$ cat src/rtl/prgrom_arb_pkg.sv
// rtl/prgrom_arb_pkg.sv - shared types and defaults for the program-ROM port arbiter
package prgrom_arb_pkg;

    localparam int ADDR_W_DEF     = 14;
    localparam int DATA_W_DEF     = 32;
    localparam int DBG_STARVE_DEF = 4;

    typedef enum logic [1:0] {
        RUN     = 2'd0,
        DRAIN   = 2'd1,
        LOAD    = 2'd2,
        RELEASE = 2'd3
    } arb_state_e;

    typedef enum logic [1:0] {
        G_NONE = 2'd0,
        G_IF   = 2'd1,
        G_LD   = 2'd2,
        G_DBG  = 2'd3
    } gnt_src_e;

endpackage

$ cat src/rtl/prgrom_starve_ctr.sv
// rtl/prgrom_starve_ctr.sv - saturating debug-denial counter with forced-slot flag
module prgrom_starve_ctr #(
    parameter int LIMIT = 4
) (
    input  logic clock_i,
    input  logic reset_i,
    input  logic enable_i,
    input  logic deny_i,
    input  logic clear_i,
    output logic force_o
);

    localparam int CW = $clog2(LIMIT + 1);

    logic [CW-1:0] cnt_q;
    logic [CW-1:0] cnt_d;

    always_comb begin
        cnt_d = cnt_q;
        if (enable_i) begin
            if (clear_i) begin
                cnt_d = '0;
            end else if (deny_i && (cnt_q != CW'(LIMIT))) begin
                cnt_d = cnt_q + CW'(1);
            end
        end
    end

    always_ff @(posedge clock_i) begin
        if (!reset_i) begin
            cnt_q <= '0;
        end else begin
            cnt_q <= cnt_d;
        end
    end

    assign force_o = (cnt_q == CW'(LIMIT));

endmodule

$ cat src/rtl/prgrom_port_arbiter.sv
// rtl/prgrom_port_arbiter.sv - program-ROM port arbiter: fetch, UART loader sessions, optional debug reader
// Debug reader port and its starvation counter exist only when PRGROM_DBG_PORT_EN is defined.
module prgrom_port_arbiter
    import prgrom_arb_pkg::*;
#(
    parameter int ADDR_W = ADDR_W_DEF,
    parameter int DATA_W = DATA_W_DEF
`ifdef PRGROM_DBG_PORT_EN
    ,
    parameter int DBG_STARVE = DBG_STARVE_DEF
`endif
) (
    input  logic              clock_i,
    input  logic              reset_i,
    input  logic              if_req_i,
    input  logic [ADDR_W-1:0] if_addr_i,
    output logic [DATA_W-1:0] if_rdata_o,
    output logic              if_valid_o,
    output logic              if_stall_o,
    input  logic              ld_mode_i,
    input  logic              ld_wr_req_i,
    input  logic [ADDR_W-1:0] ld_addr_i,
    input  logic [DATA_W-1:0] ld_wdata_i,
    output logic              ld_ack_o,
    output logic [ADDR_W:0]   ld_count_o,
    output logic              cpu_hold_o,
    output logic              cpu_restart_o,
`ifdef PRGROM_DBG_PORT_EN
    input  logic              dbg_rd_req_i,
    input  logic [ADDR_W-1:0] dbg_addr_i,
    output logic [DATA_W-1:0] dbg_rdata_o,
    output logic              dbg_valid_o,
`endif
    output logic              rom_en_o,
    output logic              rom_we_o,
    output logic [ADDR_W-1:0] rom_addr_o,
    output logic [DATA_W-1:0] rom_wdata_o,
    input  logic [DATA_W-1:0] rom_rdata_i
);

    localparam logic [ADDR_W:0] CNT_MAX = {1'b1, {ADDR_W{1'b0}}};

    arb_state_e      state_q, state_d;
    gnt_src_e        gnt, gsrc_q;
    logic            ack_q;
    logic [ADDR_W:0] cnt_q, cnt_d;
    logic            stall;

`ifdef PRGROM_DBG_PORT_EN
    logic dbg_force;

    prgrom_starve_ctr #(
        .LIMIT (DBG_STARVE)
    ) u_starve (
        .clock_i  (clock_i),
        .reset_i  (reset_i),
        .enable_i (reset_i && (state_q == RUN)),
        .deny_i   (if_req_i && dbg_rd_req_i && (gnt != G_DBG)),
        .clear_i  (gnt == G_DBG),
        .force_o  (dbg_force)
    );
`endif

    always_comb begin
        state_d = state_q;
        gnt     = G_NONE;
        cnt_d   = cnt_q;
        stall   = 1'b0;
        unique case (state_q)
            RUN: begin
                if (ld_mode_i) begin
                    state_d = DRAIN;
                end
`ifdef PRGROM_DBG_PORT_EN
                if (dbg_rd_req_i && (!if_req_i || dbg_force)) begin
                    gnt   = G_DBG;
                    stall = if_req_i;
                end else if (if_req_i) begin
                    gnt = G_IF;
                end
`else
                if (if_req_i) begin
                    gnt = G_IF;
                end
`endif
            end
            DRAIN: begin
                stall   = 1'b1;
                cnt_d   = '0;
                state_d = LOAD;
            end
            LOAD: begin
                stall = 1'b1;
                // The ack cycle never regrants, capping the loader at one write per two cycles.
                if (ld_wr_req_i && !ack_q) begin
                    gnt = G_LD;
                    if (cnt_q != CNT_MAX) begin
                        cnt_d = cnt_q + (ADDR_W + 1)'(1);
                    end
                end else if (!ld_mode_i) begin
                    state_d = RELEASE;
                end
            end
            RELEASE: begin
                stall   = 1'b1;
                state_d = RUN;
            end
            default: state_d = RUN;
        endcase
        if (!reset_i) begin
            gnt   = G_NONE;
            stall = 1'b0;
        end
    end

    always_ff @(posedge clock_i) begin
        if (!reset_i) begin
            state_q <= RUN;
            gsrc_q  <= G_NONE;
            ack_q   <= 1'b0;
            cnt_q   <= '0;
        end else begin
            state_q <= state_d;
            gsrc_q  <= gnt;
            ack_q   <= (gnt == G_LD);
            cnt_q   <= cnt_d;
        end
    end

    always_comb begin
        rom_addr_o = '0;
        unique case (gnt)
            G_IF:    rom_addr_o = if_addr_i;
            G_LD:    rom_addr_o = ld_addr_i;
`ifdef PRGROM_DBG_PORT_EN
            G_DBG:   rom_addr_o = dbg_addr_i;
`endif
            default: rom_addr_o = '0;
        endcase
    end

    assign rom_en_o    = (gnt != G_NONE);
    assign rom_we_o    = (gnt == G_LD);
    assign rom_wdata_o = (gnt == G_LD) ? ld_wdata_i : '0;

    // Read data is steered by who held the port on the previous cycle.
    assign if_valid_o    = reset_i && (gsrc_q == G_IF);
    assign if_rdata_o    = if_valid_o ? rom_rdata_i : '0;
    assign if_stall_o    = stall;
    assign ld_ack_o      = reset_i && ack_q;
    assign ld_count_o    = reset_i ? cnt_q : '0;
    assign cpu_hold_o    = reset_i && (state_q != RUN);
    assign cpu_restart_o = reset_i && (state_q == RELEASE);

`ifdef PRGROM_DBG_PORT_EN
    assign dbg_valid_o = reset_i && (gsrc_q == G_DBG);
    assign dbg_rdata_o = dbg_valid_o ? rom_rdata_i : '0;
`endif

endmodule

$ cat config.mk
export PLATFORM = sky130hd
export DESIGN_NAME = prgrom_port_arbiter
export DESIGN_NICKNAME = d
export VERILOG_FILES = /design/src/rtl/prgrom_arb_pkg.sv /design/src/rtl/prgrom_starve_ctr.sv /design/src/rtl/prgrom_port_arbiter.sv
export SDC_FILE = /design/constraint.sdc
export NUM_CORES = 1
export LEC_CHECK = 0
export ABC_CLOCK_PERIOD_IN_PS = 3500
export BUFFER_PORTS_ARGS = -buffer_cell sky130_fd_sc_hd__buf_2
export CORE_MARGIN = 2
export CORE_UTILIZATION = 36
export DETAILED_ROUTE_END_ITERATION = 8
export GPL_ROUTABILITY_DRIVEN = 0
export PLACE_DENSITY = 0.84
export SYNTH_ARGS = -nofsm -noshare
export SYNTH_HDL_FRONTEND = slang
export SYNTH_HIERARCHICAL = 1
export SYNTH_SLANG_ARGS = --single-unit
export TNS_END_PERCENT = 50
$ cat constraint.sdc
create_clock -name clock_i -period 3.5 [get_ports clock_i]
set_input_delay 0.875 -clock clock_i [delete_from_list [all_inputs] [get_ports clock_i]]
set_output_delay 0.875 -clock clock_i [all_outputs]
set_load 0.01 [all_outputs]
# Word level (Yosys, flattened, before mapping)

Cells that the tools add are included.

Register bits: 20
Input bits: 97
Output and inout bits: 100

Add/sub/neg operators: 1
Eq/ne operators: 12
Multiplexer cells: 17
Reduce and logical (&&, ||, !) cells: 13

Operators with widths:

| operator                                                              | number |
|---|---|
| 32-bit two-way mux                                                    | 2 |
| 15-bit two-way mux                                                    | 3 |
| 15-bit one-hot mux with 2 select lines                                | 1 |
| 14-bit one-hot mux with 2 select lines                                | 1 |
| 15-bit by 1-bit adder with 15-bit output, second input constant       | 1 |
| 15-bit != test, second input constant                                 | 1 |
| 2-bit two-way mux                                                     | 5 |
| 2-bit != test, second input constant                                  | 5 |
| 2-bit one-hot mux with 4 select lines                                 | 1 |
| 2-bit by 1-bit equality test with 1-bit output, second input constant | 3 |
| 2-bit equality test, second input constant                            | 3 |
| 3-bit AND reduction                                                   | 2 |
| 2-bit nonzero test                                                    | 3 |
| 1-bit logical AND                                                     | 5 |
| 2-bit one-hot mux with 2 select lines                                 | 1 |
| 1-bit two-way mux                                                     | 3 |
| 3-bit OR reduction                                                    | 1 |
| 2-bit zero test                                                       | 1 |
| 1-bit zero test                                                       | 1 |

# Depth between registers and ports, before layout

Depth in word-level cells: 7
Mapped depth: 10
Depth with buffers taken out: 8

# Worst setup path after synthesis

Ideal clock, no wire load.

Path kind: input to output
Start point: input reset_i
End point: output rom_addr_o[13]
Arrival time: 2,164 ps
Slack: 461 ps
Cell stages on the path: 7
Cells stage by stage: clkbuf_1 > nand3_1 > inv_1 > ha_1 > clkbuf_1 > a22oi_1 > nor2b_1

Cells in the longest elaborated chain, start to end: 3

RTL lines:

| what                                                                                  | line                       | source |
|---|---|---|
| start, declared                                                                       | prgrom_port_arbiter.sv:14  | `input logic reset_i,` |
| 2-bit two-way mux *                                                                   | prgrom_port_arbiter.sv:110 | `if (!reset_i) begin` |
| via gnt[0]                                                                            | prgrom_port_arbiter.sv:44  | `gnt_src_e gnt, gsrc_q;` |
| 2-bit equality test or 2-bit by 1-bit equality test with 1-bit output (tied branches) | prgrom_port_arbiter.sv:132 | `unique case (gnt)` |
| 14-bit one-hot mux with 2 select lines *                                              | prgrom_port_arbiter.sv:132 |  |
| end, declared                                                                         | prgrom_port_arbiter.sv:36  | `output logic [ADDR_W-1:0] rom_addr_o,` |

Mark *: on every way through the listed nets, which the timed path passes. The rest lies on a longest branch.

# Worst setup path after layout

Start point: register state_q[0]
End point: output rom_addr_o[7]

Cells in the longest elaborated chain, start to end: 5

RTL lines:

| what                                                                                  | line                       | source |
|---|---|---|
| start, declared                                                                       | prgrom_port_arbiter.sv:43  | `arb_state_e state_q, state_d;` |
| start signal, assigned                                                                | prgrom_port_arbiter.sv:123 | `state_q <= state_d;` |
| 2-bit equality test or 2-bit zero test (tied branches)                                | prgrom_port_arbiter.sv:69  | `unique case (state_q)` |
| 2-bit one-hot mux with 2 select lines *                                               | prgrom_port_arbiter.sv:69  |  |
| 2-bit two-way mux *                                                                   | prgrom_port_arbiter.sv:110 |  |
| via gnt[1]                                                                            | prgrom_port_arbiter.sv:44  |  |
| 2-bit equality test or 2-bit by 1-bit equality test with 1-bit output (tied branches) | prgrom_port_arbiter.sv:132 |  |
| 14-bit one-hot mux with 2 select lines *                                              | prgrom_port_arbiter.sv:132 |  |

Marks and branches as above.

==> run metrics <==
status finished clean; drt total wl 7290 um; Crit path top cell by count ha_1; area delta synth->final 57.3%; Synth Flop Type dfxtp_1; worst hold path type flop to flop; Final TNS setup 0 ns; total grt overflow 0; Slew @ Worst Pin 0.637 ns; met1 GRT Util 26.3%; Via density approximately 4.8; core footprint 5140 sq um; IO buf count 196; Die Y 77.3 um; nature of the critical path endpoint primary output; Max Freq 0.306 GHz; clk root buf clkbuf_8; Worst slew margin 57.5%; CTS Hold Buffers Added 0; Int Pwr roughly 540 uW; clock buffer count from CTS 3; global-route wire length before repair 11600 um; Synth Area per Inst 7.00 sq um; number of max-cap violations 0; Crit Path Category flop to primary output; clock share of power 20.4%; Largest stage delay, worst path 0.52 ns; grt met2 use 42.9%; post-synthesis cell type count 35; CTS resizes 0; register area 400 sq um; largest net degree at the start of global routing 34; GR peak layer met2; vias 2561; most frequent cell after synthesis and2_1; Arr. time, crit path 2.40 ns; initial core utilization 37.6%; Yosys reg bits 20; RSZ-0062 raised after global routing false; Avg WL per Cell 13.6 um; initial antenna violation count 1; share of layout cells above drive strength 1 a little under half; Async S/R FF share, synth 0%; Max Clock Skew 0.00405 ns; syn_nets 385; nature of the critical path startpoint flop; Peak VDD IR 180 uV; gr usage total 23.1%; Fill cells between 500 and 600; Required @ worst endpoint about 2.6 ns; Comb power frac 51.1%; switching share of power 39.9%; Rows 26; Post-CTS Setup Bufs 0; Setup-failing EPs final 0; remaining antenna violation count after routing 0; number of H-tree levels 1; worst-path maximum fanout 15; Hold Fails Final Rpt 0; Synth Warn # 6; Slowest cell on crit path ha_1; cell count after synthesis 276; post-DP HPWL 5960 um; hold slack 0.522 ns; clock-pin slew on the worst setup and hold paths 0.08 ns; Tcrit/Tclk final 93.4%; vias in the first global route 2488; Net Switching 358 uW; dominant cell type by area after synthesis and2_1; min Tclk post-route 3.27 ns; Leakage 0.00176 uW; Yosys top cell area share 23.3%; clk_lat worst skew ~0.27 ns; sequential share of power 28.5%; DRT Pass-1 Iters 4; EDFF count, synth 0; Final Util about three fifths; Seq/Total Area, Yosys 20.7%; Syn Std Cell Area between 1500 and 2000 sq um; CTS sink cnt 20; Max clock buf depth 2; final net count 576; Pins Over Slew Limit 0; Cell Chain, Critical Path inv_1, ha_1, o21ai_0, nor2_1, ha_1, a22oi_1, nor2b_1, buf_2; Global Route met3 Usage 4.94%; multi-input logic area 1380 sq um; CTS tree done; IO Pins 197; Synth area leaders and2_1 23%, dfxtp_1 21%, ha_1 7.8%, a22oi_1 5.4%, nor2b_1 4.9%; initial drt markers ~140; Die Width 77.3 um; Cell Pwr Density 295 nW/um^2; Synth top cells by count 72 x and2_1, 22 x inv_1, 20 x dfxtp_1; number of remaining DRC errors 0; die area 5970 sq um
==> placed cells by master (no fill, tap or decap), types with 2 or more instances in the layout <==
cell,count
nor3_1,4
buf_4,6
nand3_1,11
nand3b_1,3
nor2_1,14
or4_1,6
inv_1,22
o22ai_1,4
o21a_1,3
clkbuf_8,4
o21ai_0,7
and2_1,72
dfxtp_1,20
nor2b_1,15
a22oi_1,14
nand4_1,4
nand2_1,18
buf_2,196
a21oi_1,11
mux2i_1,2
o32ai_1,2
or3_1,4
ha_1,11
nor4_1,2
==> routing by layer <==
layer | wire length [um] | share of wire, %
met2 | 3700 | 51
met5 | 0 | 0
met1 | 2970 | 41
met3 | 466 | 6.4
met4 | 153 | 2.1
==> critical path: cells and delay by family (launching register included) <==
family	cells	cell delay, ns
adders and majority gates	2	0.78
and+or+nand+nor	2	0.36
DFF	1	0.34
AOI/OAI and AO/OA	2	0.34
buffers and inverters	2	0.31
==> power by group through the flow <==
stage               clock [uW]  sequential, uW  combinational (uW)
floorplan                    0             256                 305
global placement             0             259                 441
detailed placement           0             259                 458
CTS                        188             254                 459
global route               196             257                 510
finish                     183             255                 458
==> final cells by class <==
class,count,share of cell area (%)
multi-input cells,217,45.4
repair buffers,202,33.8
flip-flops and latches,20,13.2
well taps,70,2.88
inverters,23,2.84
clock buffers,4,1.81
diodes,1,0.0824
==> final timing paths <==
kind | slack (ns) | depth (start not counted) | to | startpoint
worst min-delay path | 0.52 | 2 | cnt_q[14] | cnt_q[14]
worst max-delay path | 0.23 | 8 | rom_addr_o[7] | state_q[0]
worst min register to register | 0.52 | 2 | cnt_q[14] | cnt_q[14]
worst max register to register | 1.38 | 8 | cnt_q[13] | state_q[0]
==> through the flow <==
step	cell area, sq um	std cells	setup WS, ns	power, uW
global route	3040	537	0.0283	963
floorplan	1930	276	0.461	561
detailed placement	2980	532	0.304	717
CTS	3030	536	0.199	900
global placement	2980	532	0.431	700
finish	3040	537	0.229	896
==> state kept, by name, summed over array words and instances, names as in the netlist <==
| name | count |
|---|---|
| ack_q | 1 |
| cnt_q | 15 |
| state_q | 2 |
| gsrc_q | 2 |
==> cell families after synthesis <==
kind of cell	count (synthesis)	share of synthesized area [%]
fa+ha+maj	12	7.77
mux	2	1.04
compound gates	46	15.7
simple gates	157	46.6
buf+inv	39	8.23
flops	20	20.7
Power figures use the tool's default switching activity.
